[config.mk]
export PLATFORM = sky130hd
export DESIGN_NAME = mem_stage
export DESIGN_NICKNAME = d
export VERILOG_FILES = /design/src/rtl/mem_stage_pkg.sv /design/src/rtl/mem_load_align.sv /design/src/rtl/mem_stage.sv
export SDC_FILE = /design/constraint.sdc
export NUM_CORES = 1
export LEC_CHECK = 0
export CORE_ASPECT_RATIO = 0.6
export CORE_MARGIN = 2
export CORE_UTILIZATION = 45
export DETAILED_ROUTE_END_ITERATION = 16
export MAX_ROUTING_LAYER = met4
export PLACE_DENSITY = 0.89
export SETUP_SLACK_MARGIN = 0.15
export SLEW_MARGIN = 20
export SYNTH_ARGS = -nofsm -noshare
export SYNTH_HDL_FRONTEND = slang
export SYNTH_SLANG_ARGS = --single-unit
[constraint.sdc]
create_clock -name clk -period 4.95 [get_ports clk]
set_input_delay 1.2375 -clock clk [delete_from_list [all_inputs] [get_ports clk]]
set_output_delay 1.2375 -clock clk [all_outputs]
set_load 0.05 [all_outputs]
[src/rtl/mem_stage_pkg.sv]
// Shared definitions for the memory pipeline stage.
//   - access-size encodings carried on exe_mem_size
//   - FSM state encoding of the stage (also exported on the debug port)
//   - default register write-address width
//   - helpers that derive misalignment, store byte strobes and store lanes
package mem_stage_pkg;

    localparam int WADDR_W_DEFAULT = 6;

    localparam logic [1:0] SIZE_BYTE = 2'd0;
    localparam logic [1:0] SIZE_HALF = 2'd1;
    localparam logic [1:0] SIZE_WORD = 2'd2;  // 2'd3 is treated as a word as well

    typedef enum logic [1:0] {
        ST_IDLE = 2'd0,
        ST_REQ  = 2'd1,
        ST_WAIT = 2'd2
    } state_t;

    // A byte is always aligned; a half needs addr[0]=0; a word needs addr[1:0]=0.
    function automatic logic is_misaligned(input logic [1:0] size, input logic [1:0] addr);
        case (size)
            SIZE_BYTE: is_misaligned = 1'b0;
            SIZE_HALF: is_misaligned = addr[0];
            default:   is_misaligned = (addr != 2'b00);
        endcase
    endfunction

    function automatic logic [3:0] store_strb(input logic [1:0] size, input logic [1:0] addr);
        case (size)
            SIZE_BYTE: store_strb = 4'b0001 << addr;
            SIZE_HALF: store_strb = 4'b0011 << addr;
            default:   store_strb = 4'b1111;
        endcase
    endfunction

    // The source value is replicated across every lane so the strobes alone
    // select which bytes the memory actually writes.
    function automatic logic [31:0] store_lanes(input logic [1:0] size, input logic [31:0] data);
        case (size)
            SIZE_BYTE: store_lanes = {4{data[7:0]}};
            SIZE_HALF: store_lanes = {2{data[15:0]}};
            default:   store_lanes = data;
        endcase
    endfunction

endpackage

[src/rtl/mem_load_align.sv]
// Load data alignment: picks the addressed byte/half/word out of a 32-bit
// read beat and sign- or zero-extends it to 32 bits.
// Ports:
//   rdata        in  32  raw read data from memory
//   addr         in  2   low address bits of the access
//   size         in  2   access size (byte/half/word, 3 = word)
//   mem_unsigned in  1   1 = zero-extend, 0 = sign-extend
//   result       out 32  aligned, extended load value
module mem_load_align
    import mem_stage_pkg::*;
(
    input  logic [31:0] rdata,
    input  logic [1:0]  addr,
    input  logic [1:0]  size,
    input  logic        mem_unsigned,
    output logic [31:0] result
);

    logic [31:0] shifted;

    assign shifted = rdata >> {addr, 3'b000};

    always_comb begin
        case (size)
            SIZE_BYTE: result = {{24{~mem_unsigned & shifted[7]}}, shifted[7:0]};
            SIZE_HALF: result = {{16{~mem_unsigned & shifted[15]}}, shifted[15:0]};
            SIZE_WORD: result = shifted;
            default:   result = shifted;
        endcase
    end

endmodule

[src/rtl/mem_stage.sv]
// Memory pipeline stage: holds one instruction from the execute stage,
// issues at most one data-memory request for it, waits for the response,
// aligns load data and hands the result to writeback.
//
// Handshakes: a transfer on a valid/ready pair happens on the rising clk
// edge where both are 1 in the preceding cycle (exe_valid/mem_allowin,
// wb_valid/wb_allowin, data_req/data_addr_ok). data_data_ok is a one-cycle
// response strobe that is only honoured while waiting for a response.
//
// Ports:
//   clk, resetn                 clock, synchronous active-low reset
//   exe_valid / mem_allowin     upstream handshake
//   exe_reg_en, exe_reg_waddr   regfile write enable / destination
//   exe_mem_read, exe_mem_write load / store flags
//   exe_mem_size, exe_mem_unsigned  access size, zero-extend loads
//   exe_alu_result, exe_store_data  address (or ALU value), store source
//   data_req, data_wr, data_wstrb, data_addr, data_wdata  memory request
//   data_addr_ok, data_data_ok, data_rdata               memory response
//   wb_allowin / wb_valid       downstream handshake
//   wb_reg_en, wb_reg_waddr, wb_mem_read, wb_alu_result, wb_mem_rdata
//   mem_adel, mem_ades          misaligned load / store, qualified by wb_valid
//   dbg_state                   current FSM state (state_t encoding)
module mem_stage
    import mem_stage_pkg::*;
#(
    parameter int WADDR_W = WADDR_W_DEFAULT
) (
    input  logic               clk,
    input  logic               resetn,

    input  logic               exe_valid,
    output logic               mem_allowin,
    input  logic               exe_reg_en,
    input  logic [WADDR_W-1:0] exe_reg_waddr,
    input  logic               exe_mem_read,
    input  logic               exe_mem_write,
    input  logic [1:0]         exe_mem_size,
    input  logic               exe_mem_unsigned,
    input  logic [31:0]        exe_alu_result,
    input  logic [31:0]        exe_store_data,

    output logic               data_req,
    output logic               data_wr,
    output logic [3:0]         data_wstrb,
    output logic [31:0]        data_addr,
    output logic [31:0]        data_wdata,
    input  logic               data_addr_ok,
    input  logic               data_data_ok,
    input  logic [31:0]        data_rdata,

    input  logic               wb_allowin,
    output logic               wb_valid,
    output logic               wb_reg_en,
    output logic [WADDR_W-1:0] wb_reg_waddr,
    output logic               wb_mem_read,
    output logic [31:0]        wb_alu_result,
    output logic [31:0]        wb_mem_rdata,
    output logic               mem_adel,
    output logic               mem_ades,

    output logic [1:0]         dbg_state
);

    state_t state_q, state_d;

    logic               stage_valid;
    logic               s_reg_en;
    logic [WADDR_W-1:0] s_waddr;
    logic               s_mem_read;
    logic               s_mem_write;
    logic [1:0]         s_size;
    logic               s_unsigned;
    logic [31:0]        s_alu;
    logic [31:0]        s_store;
    logic               s_mis;
    logic [31:0]        rdata_q;
    logic [31:0]        load_val;

    logic ready_go;
    logic accept;
    logic capture;
    logic exe_is_mem;
    logic exe_mis;

    assign exe_is_mem = exe_mem_read | exe_mem_write;
    assign exe_mis    = exe_is_mem & is_misaligned(exe_mem_size, exe_alu_result[1:0]);

    // ready_go is combinational on data_data_ok so a finishing access can be
    // released and replaced in the same cycle.
    assign mem_allowin = !stage_valid || (ready_go && wb_allowin);
    assign accept      = exe_valid && mem_allowin;

    always_ff @(posedge clk) begin
        if (!resetn) begin
            state_q <= ST_IDLE;
        end else begin
            state_q <= state_d;
        end
    end

    always_comb begin
        state_d  = state_q;
        data_req = 1'b0;
        ready_go = 1'b0;
        case (state_q)
            ST_REQ: begin
                data_req = 1'b1;
                if (data_addr_ok) begin
                    state_d = ST_WAIT;
                end
            end
            ST_WAIT: begin
                if (data_data_ok) begin
                    ready_go = 1'b1;
                    state_d  = ST_IDLE;
                end
            end
            default: begin
                ready_go = 1'b1;
                state_d  = ST_IDLE;
            end
        endcase
        // A newly accepted aligned memory op always starts with a request.
        if (accept) begin
            state_d = (exe_is_mem && !exe_mis) ? ST_REQ : ST_IDLE;
        end
    end

    always_ff @(posedge clk) begin
        if (!resetn) begin
            stage_valid <= 1'b0;
            s_reg_en    <= 1'b0;
            s_waddr     <= '0;
            s_mem_read  <= 1'b0;
            s_mem_write <= 1'b0;
            s_size      <= SIZE_BYTE;
            s_unsigned  <= 1'b0;
            s_alu       <= '0;
            s_store     <= '0;
            s_mis       <= 1'b0;
        end else if (accept) begin
            stage_valid <= 1'b1;
            s_reg_en    <= exe_reg_en;
            s_waddr     <= exe_reg_waddr;
            s_mem_read  <= exe_mem_read;
            s_mem_write <= exe_mem_write;
            s_size      <= exe_mem_size;
            s_unsigned  <= exe_mem_unsigned;
            s_alu       <= exe_alu_result;
            s_store     <= exe_store_data;
            s_mis       <= exe_mis;
        end else if (stage_valid && ready_go && wb_allowin) begin
            stage_valid <= 1'b0;
        end
    end

    mem_load_align u_load_align (
        .rdata        (data_rdata),
        .addr         (s_alu[1:0]),
        .size         (s_size),
        .mem_unsigned (s_unsigned),
        .result       (load_val)
    );

    // Read data is only meaningful on the response beat of a load.
    assign capture = (state_q == ST_WAIT) && data_data_ok && s_mem_read;

    always_ff @(posedge clk) begin
        if (!resetn) begin
            rdata_q <= '0;
        end else if (capture) begin
            rdata_q <= load_val;
        end
    end

    assign data_wr    = s_mem_write;
    assign data_addr  = s_alu;
    assign data_wstrb = store_strb(s_size, s_alu[1:0]);
    assign data_wdata = store_lanes(s_size, s_store);

    assign wb_valid      = stage_valid && ready_go;
    assign wb_reg_en     = s_reg_en && wb_valid && !s_mis;
    assign wb_reg_waddr  = s_waddr;
    assign wb_mem_read   = s_mem_read;
    assign wb_alu_result = s_alu;
    // Forward the aligned beat directly on the response cycle; afterwards the
    // captured copy (same value) keeps the output stable.
    assign wb_mem_rdata  = capture ? load_val : rdata_q;
    assign mem_adel      = wb_valid && s_mis && s_mem_read;
    assign mem_ades      = wb_valid && s_mis && s_mem_write;

    assign dbg_state = state_q;

endmodule
# Word-level counts from Yosys, hierarchy flattened
# Index checks and enable logic that the tools add are counted.
[classes]
mux = 15
shift = 3
eq_ne = 6
n_reduce_logical = 21
n_bitwise = 5
[ops]
columns = ["cell", "count"]
rows = [
  ["$pmux 32 s2", 2],
  ["$mux 32", 1],
  ["$shr 32x5->32", 1],
  ["$logic_and 1x1->1", 12],
  ["$pmux 4 s2", 1],
  ["$eq 2x1->1 const B", 3],
  ["$mux 2", 3],
  ["$ne 3x3->1 const B", 2],
  ["$mux 1", 5],
  ["$logic_not 2->1", 2],
  ["$pmux 1 s2", 2],
  ["$pmux 2 s2", 1],
  ["$reduce_bool 2->1", 2],
  ["$shl 1x2->4 const A", 1],
  ["$shl 2x2->4 const A", 1],
  ["$and 1x1->1", 3],
  ["$logic_not 1->1", 3],
  ["$eq 2x2->1 const B", 1],
  ["$reduce_and 2->1", 1],
  ["$logic_or 1x1->1", 1],
  ["$not 1->1", 1],
  ["$or 1x1->1", 1],
]
[word_totals]
out_inout_bits = 148
ff_bits = 112
elab_cells = 62

# Longest topological paths before layout
# Gate-level depths: netlist (run 1).
[logic_depth]
ltp_word = 7
ltp_mapped = 7

# Cells and area by module
# From an unflattened synthesis (run 1), not the netlist that was laid out.
[hier_totals]
hier_cells = 661
area_unflattened_um2 = 5965.7
[modules_own_cells]
columns = ["module", "cells_per_inst", "instances", "area_per_inst_um2"]
rows = [
  ["mem_stage", 558, 1, 5197.5],
  ["mem_load_align", 103, 1, 768.2],
]

# Worst setup path before layout (run 1)
# No wires, ideal clock.
[synth_timing]
path_type = "input to output"
startpoint = "input port data_data_ok"
endpoint = "output port wb_mem_rdata[15]"
stages = 4
path_slack_ns = 0.712
t_arrival_ns = 3.000
path_buffers = 2
cell_sequence = "nand4b_1 > clkbuf_1 > buf_2 > o31ai_1"
[synth_via]
elab_chain_len = 3
[synth_rtl]
columns = ["element", "line_no", "source"]
rows = [
  ["from (decl)", "mem_stage.sv:48", "input logic data_data_ok,"],
  ["$logic_and 1x1->1 (2 in series)", "mem_stage.sv:166", "assign capture = (state_q == ST_WAIT) && data_data_ok && s_mem_read;"],
  ["$mux 32", "--", ""],
  ["to (decl)", "mem_stage.sv:57", "output logic [31:0] wb_mem_rdata,"],
]
# Every way passes these cells.

# Final worst setup path (run 1)
[layout_timing]
startpoint = "input port data_data_ok"
endpoint = "output port mem_adel"
[layout_via]
elab_chain_len = 5
[layout_rtl]
columns = ["element", "line_no", "source"]
rows = [
  ["$mux 1", "mem_stage.sv:113", "if (data_data_ok) begin"],
  ["$pmux 1 s2", "mem_stage.sv:105", "case (state_q)"],
  ["$logic_and 1x1->1", "mem_stage.sv:181", "assign wb_valid = stage_valid && ready_go;"],
  ["$logic_and 1x1->1 (2 in series)", "mem_stage.sv:189", "assign mem_adel = wb_valid && s_mis && s_mem_read;"],
  ["to (decl)", "mem_stage.sv:58", "output logic mem_adel,"],
]
# Every way passes these cells.

==> results of run 1 <==
[power by group through the flow]
stage / combinational, mW / sequential, mW / clock [mW]
floorplan: 0.407 / 1.08 / 0
global placement: 0.731 / 1.00 / 0
detailed placement: 0.738 / 1.00 / 0
CTS: 0.742 / 0.982 / 0.750
global route: 0.780 / 0.989 / 0.785
finish: 0.740 / 0.982 / 0.736
[critical path, stage by stage]
cell and delay (ns):
clkdlybuf4s50_1 0.46, or3b_4 0.42, and3_1 0.26, and3_1 0.21, clkdlybuf4s50_1 0.70
[registers in the layout, summed over array words and instances, names as in the netlist]
signal / flops
data_wr: 1
rdata_q: 32
s_unsigned: 1
dbg_state: 2
data_addr: 32
s_store: 32
s_size: 2
s_reg_en: 1
stage_valid: 1
wb_reg_waddr: 6
s_mis: 1
wb_mem_read: 1
[per-layer routing]
layer | share of wire, % | global-route usage, % | vias to the layer above | wire (µm)
li1 | - | - | 2631 | -
met1 | 41 | 33.5 | 2567 | 7480
met2 | 47 | 43.6 | 250 | 8540
met3 | 10 | 8.69 | 20 | 1820
met4 | 1.2 | 5.79 | 0 | 221
met5 | 0 | - | - | 0
[worst min-delay path by stage]
stage,from,end,cells after the start
2_1_floorplan,s_store[16],s_store[16],2
3_3_place_gp,s_store[16],s_store[16],2
3_5_place_dp,s_store[26],s_store[26],2
4_1_cts,s_store[26],s_store[26],2
5_1_grt,s_store[26],s_store[26],2
6_report,s_store[26],s_store[26],2
[placed cells by master (no fill, tap or decap), types with 6 or more instances in the layout]
master / synthesis / layout
a22o_1: 14 / 14
mux2i_1: 19 / 19
o31ai_1: 8 / 8
a211oi_1: 7 / 7
a21oi_1: 9 / 9
and2_1: 18 / 18
buf_12: 0 / 36
mux2_2: 26 / 26
dfxtp_1: 112 / 112
a21boi_0: 58 / 58
a22oi_1: 17 / 17
o21ai_0: 17 / 17
nor2_1: 10 / 10
a21boi_1: 36 / 36
nand2_1: 186 / 186
nor2b_1: 12 / 12
clkbuf_16: 0 / 9
clkdlybuf4s50_1: 0 / 228
buf_4: 43 / 6
[final cells by class]
| class | count | area [µm²] | share of cell area [%] |
|---|---|---|---|
| clock inverters | 6 | 57.6 | 0.664 |
| repair buffers | 271 | 3050 | 35.2 |
| clock buffers | 10 | 239 | 2.76 |
| inverters | 3 | 11.3 | 0.130 |
| flip-flops and latches | 112 | 2240 | 25.9 |
| well taps | 165 | 206 | 2.38 |
| multi-input cells | 469 | 2860 | 33.0 |
[kinds of logic after synthesis]
family / Yosys count / synth area share [%]
mux: 45 / 8.49
flops: 112 / 39.4
buf+inv: 94 / 10.3
compound gates: 176 / 22.9
simple gates: 248 / 19.0
[per-stage QoR]
step,std cells,instance area (µm²),setup WS (ns)
floorplan,675,5690,0.712
global placement,1020,8380,0.476
detailed placement,1020,8380,0.436
CTS,1036,8670,0.431
global route,1036,8670,0.379
finish,1036,8670,0.424
==> results.sh, run 1 <==
export IMPL_run_status="completed"
export IMPL_p_int_mw=1.60
export IMPL_setup_reg_to_reg_worst_slack_ns=2.74
export IMPL_switching_share_pct=34.7
export IMPL_worst_setup_hold_path_clk_slew_ns=0.08
export IMPL_critical_path_arrival_ns=3.29
export IMPL_fin_worst_skew_ns=0.00828
export IMPL_yosys_cell_types_count=41
export IMPL_max_slew_margin_rel_pct=38.9
export IMPL_hold_viol_final=0
export IMPL_placement_rows=31
export IMPL_floorplan_die_height_um=91.1
export IMPL_gr_total_overflow=0
export IMPL_dp_final_hpwl_mm=13.3
export IMPL_gp_congestion=0.878
export IMPL_synth_top_area_share_pct=39.4
export IMPL_timing_hold_worst_class="reg2reg"
export IMPL_cts_htree_levels=3
export IMPL_report_final_setup_viol=0
export IMPL_critPathMaxFanout=4
export IMPL_setup_worst_path_start="data_data_ok"
export IMPL_syn_num_nets=789
export IMPL_grt_pass1_vias=5281
export IMPL_timing_max_cap_violations=0
export IMPL_area_growth_syn_to_layout_pct=52.4
export IMPL_fin_tns_setup_ns=0
export IMPL_ant_diodes=0
export IMPL_worstReg2RegStart="data_addr[1]"
export IMPL_power_density_nw_per_um2=283
export IMPL_fillerInstances=904
export IMPL_clock_power_share_pct=29.9
export IMPL_core_area_um2=12200
export IMPL_die_area_um2=13600
export IMPL_fin_hold_ws_ns=0.454
export IMPL_ir_drop_uv=178
export IMPL_critPathCapture="mem_adel"
export IMPL_tritoncts_num_sinks=112
export IMPL_synth_area_per_cell_um2=8.43
export IMPL_clkLatencyLatePin_ns=0.35
export IMPL_post_cts_resized=0
export IMPL_count_leader_synth="nand2_1"
export IMPL_synth_seq_cells=112
export IMPL_final_core_util_pct=71.2
export IMPL_p_leak_nw=3.33
export IMPL_comb_power_share_pct=30.1
export IMPL_place_port_buffers=261
export IMPL_grt_max_degree=61
export IMPL_die_x_um=149
export IMPL_power_switching_mw=0.854
export IMPL_reg_to_reg_endpoint="rdata_q[8]"
export IMPL_criticalPathCategory="in2out"
export IMPL_crit_required_ns=3.71
export IMPL_clock_tree_from_tritoncts="done"
export IMPL_cts_buffers_inserted=9
export IMPL_critPathLaunchType="input pin"
export IMPL_nNetsFinal=980
export IMPL_post_drt_wl_per_cell_um=17.4
export IMPL_synth_yosys_warnings=0
export IMPL_routed_via_density=5.28
export IMPL_io_pins=262
export IMPL_endpoint_class_of_the_critical_path="output port"
export IMPL_max_freq_mhz=221
export IMPL_netlist_top_cells_count="nand2_1, dfxtp_1, a21boi_0"
export IMPL_post_synth_main_area_contributors="dfxtp_1, nand2_1, a21boi_0, buf_4, mux2_2"
export IMPL_seq_area_frac_synth_pct=39.4
export IMPL_async_flop_share_pct=0
export IMPL_initial_cell_density_of_the_core_pct=46.7
export IMPL_grt_antenna_before_repair=0
export IMPL_detail_route_iter0_violations=365
export IMPL_finalCritPeriodShare_pct=91.4
export IMPL_synth_edf_count=0
export IMPL_number_of_iterations_in_the_first_detailed_routing_pass=5
export IMPL_worstRegToRegCells=5
export IMPL_maxSlewViolCount=0
export IMPL_cts_hold_buf=0
export IMPL_drc_errors=0
export IMPL_root_buffer="clkbuf_16"
export IMPL_part_of_the_power_in_registers_pct=40.0
export IMPL_cts_path_max_buffers=2
export IMPL_netlist_instances=675
export IMPL_yosysTopAreaCell="dfxtp_1"
export IMPL_vias=5468
export IMPL_post_route_min_period_ns=4.53
export IMPL_globalRouteTotalUtil_pct=27.1
export IMPL_p_total_mw=2.46
export IMPL_wirelength_mm=18.1
export IMPL_ant_nets=0
export IMPL_worst_slew_pin_transition_ns=0.917
export IMPL_drive_gt1_share_pct=10.7
export IMPL_synth_cell_area_um2=5690
export IMPL_postCtsSetupRepairBufs=0
export IMPL_dominantRegCellSynth="dfxtp_1"
export IMPL_grt_first_pass_wirelength_mm=28.2
export IMPL_grt_setup_unrepaired="false"
(Power assumes the default switching activity.)
==> run 2, diff against run 1 <==
--- a/config.mk
+++ b/config.mk
@@ -5,6 +5,7 @@
 export SDC_FILE = /design/constraint.sdc
 export NUM_CORES = 1
 export LEC_CHECK = 0
+export CAP_MARGIN = 20
 export CORE_ASPECT_RATIO = 0.6
 export CORE_MARGIN = 2
 export CORE_UTILIZATION = 45
==> results of run 2 <==
The final DEF is identical to that of run 1; final timing and power are the same.
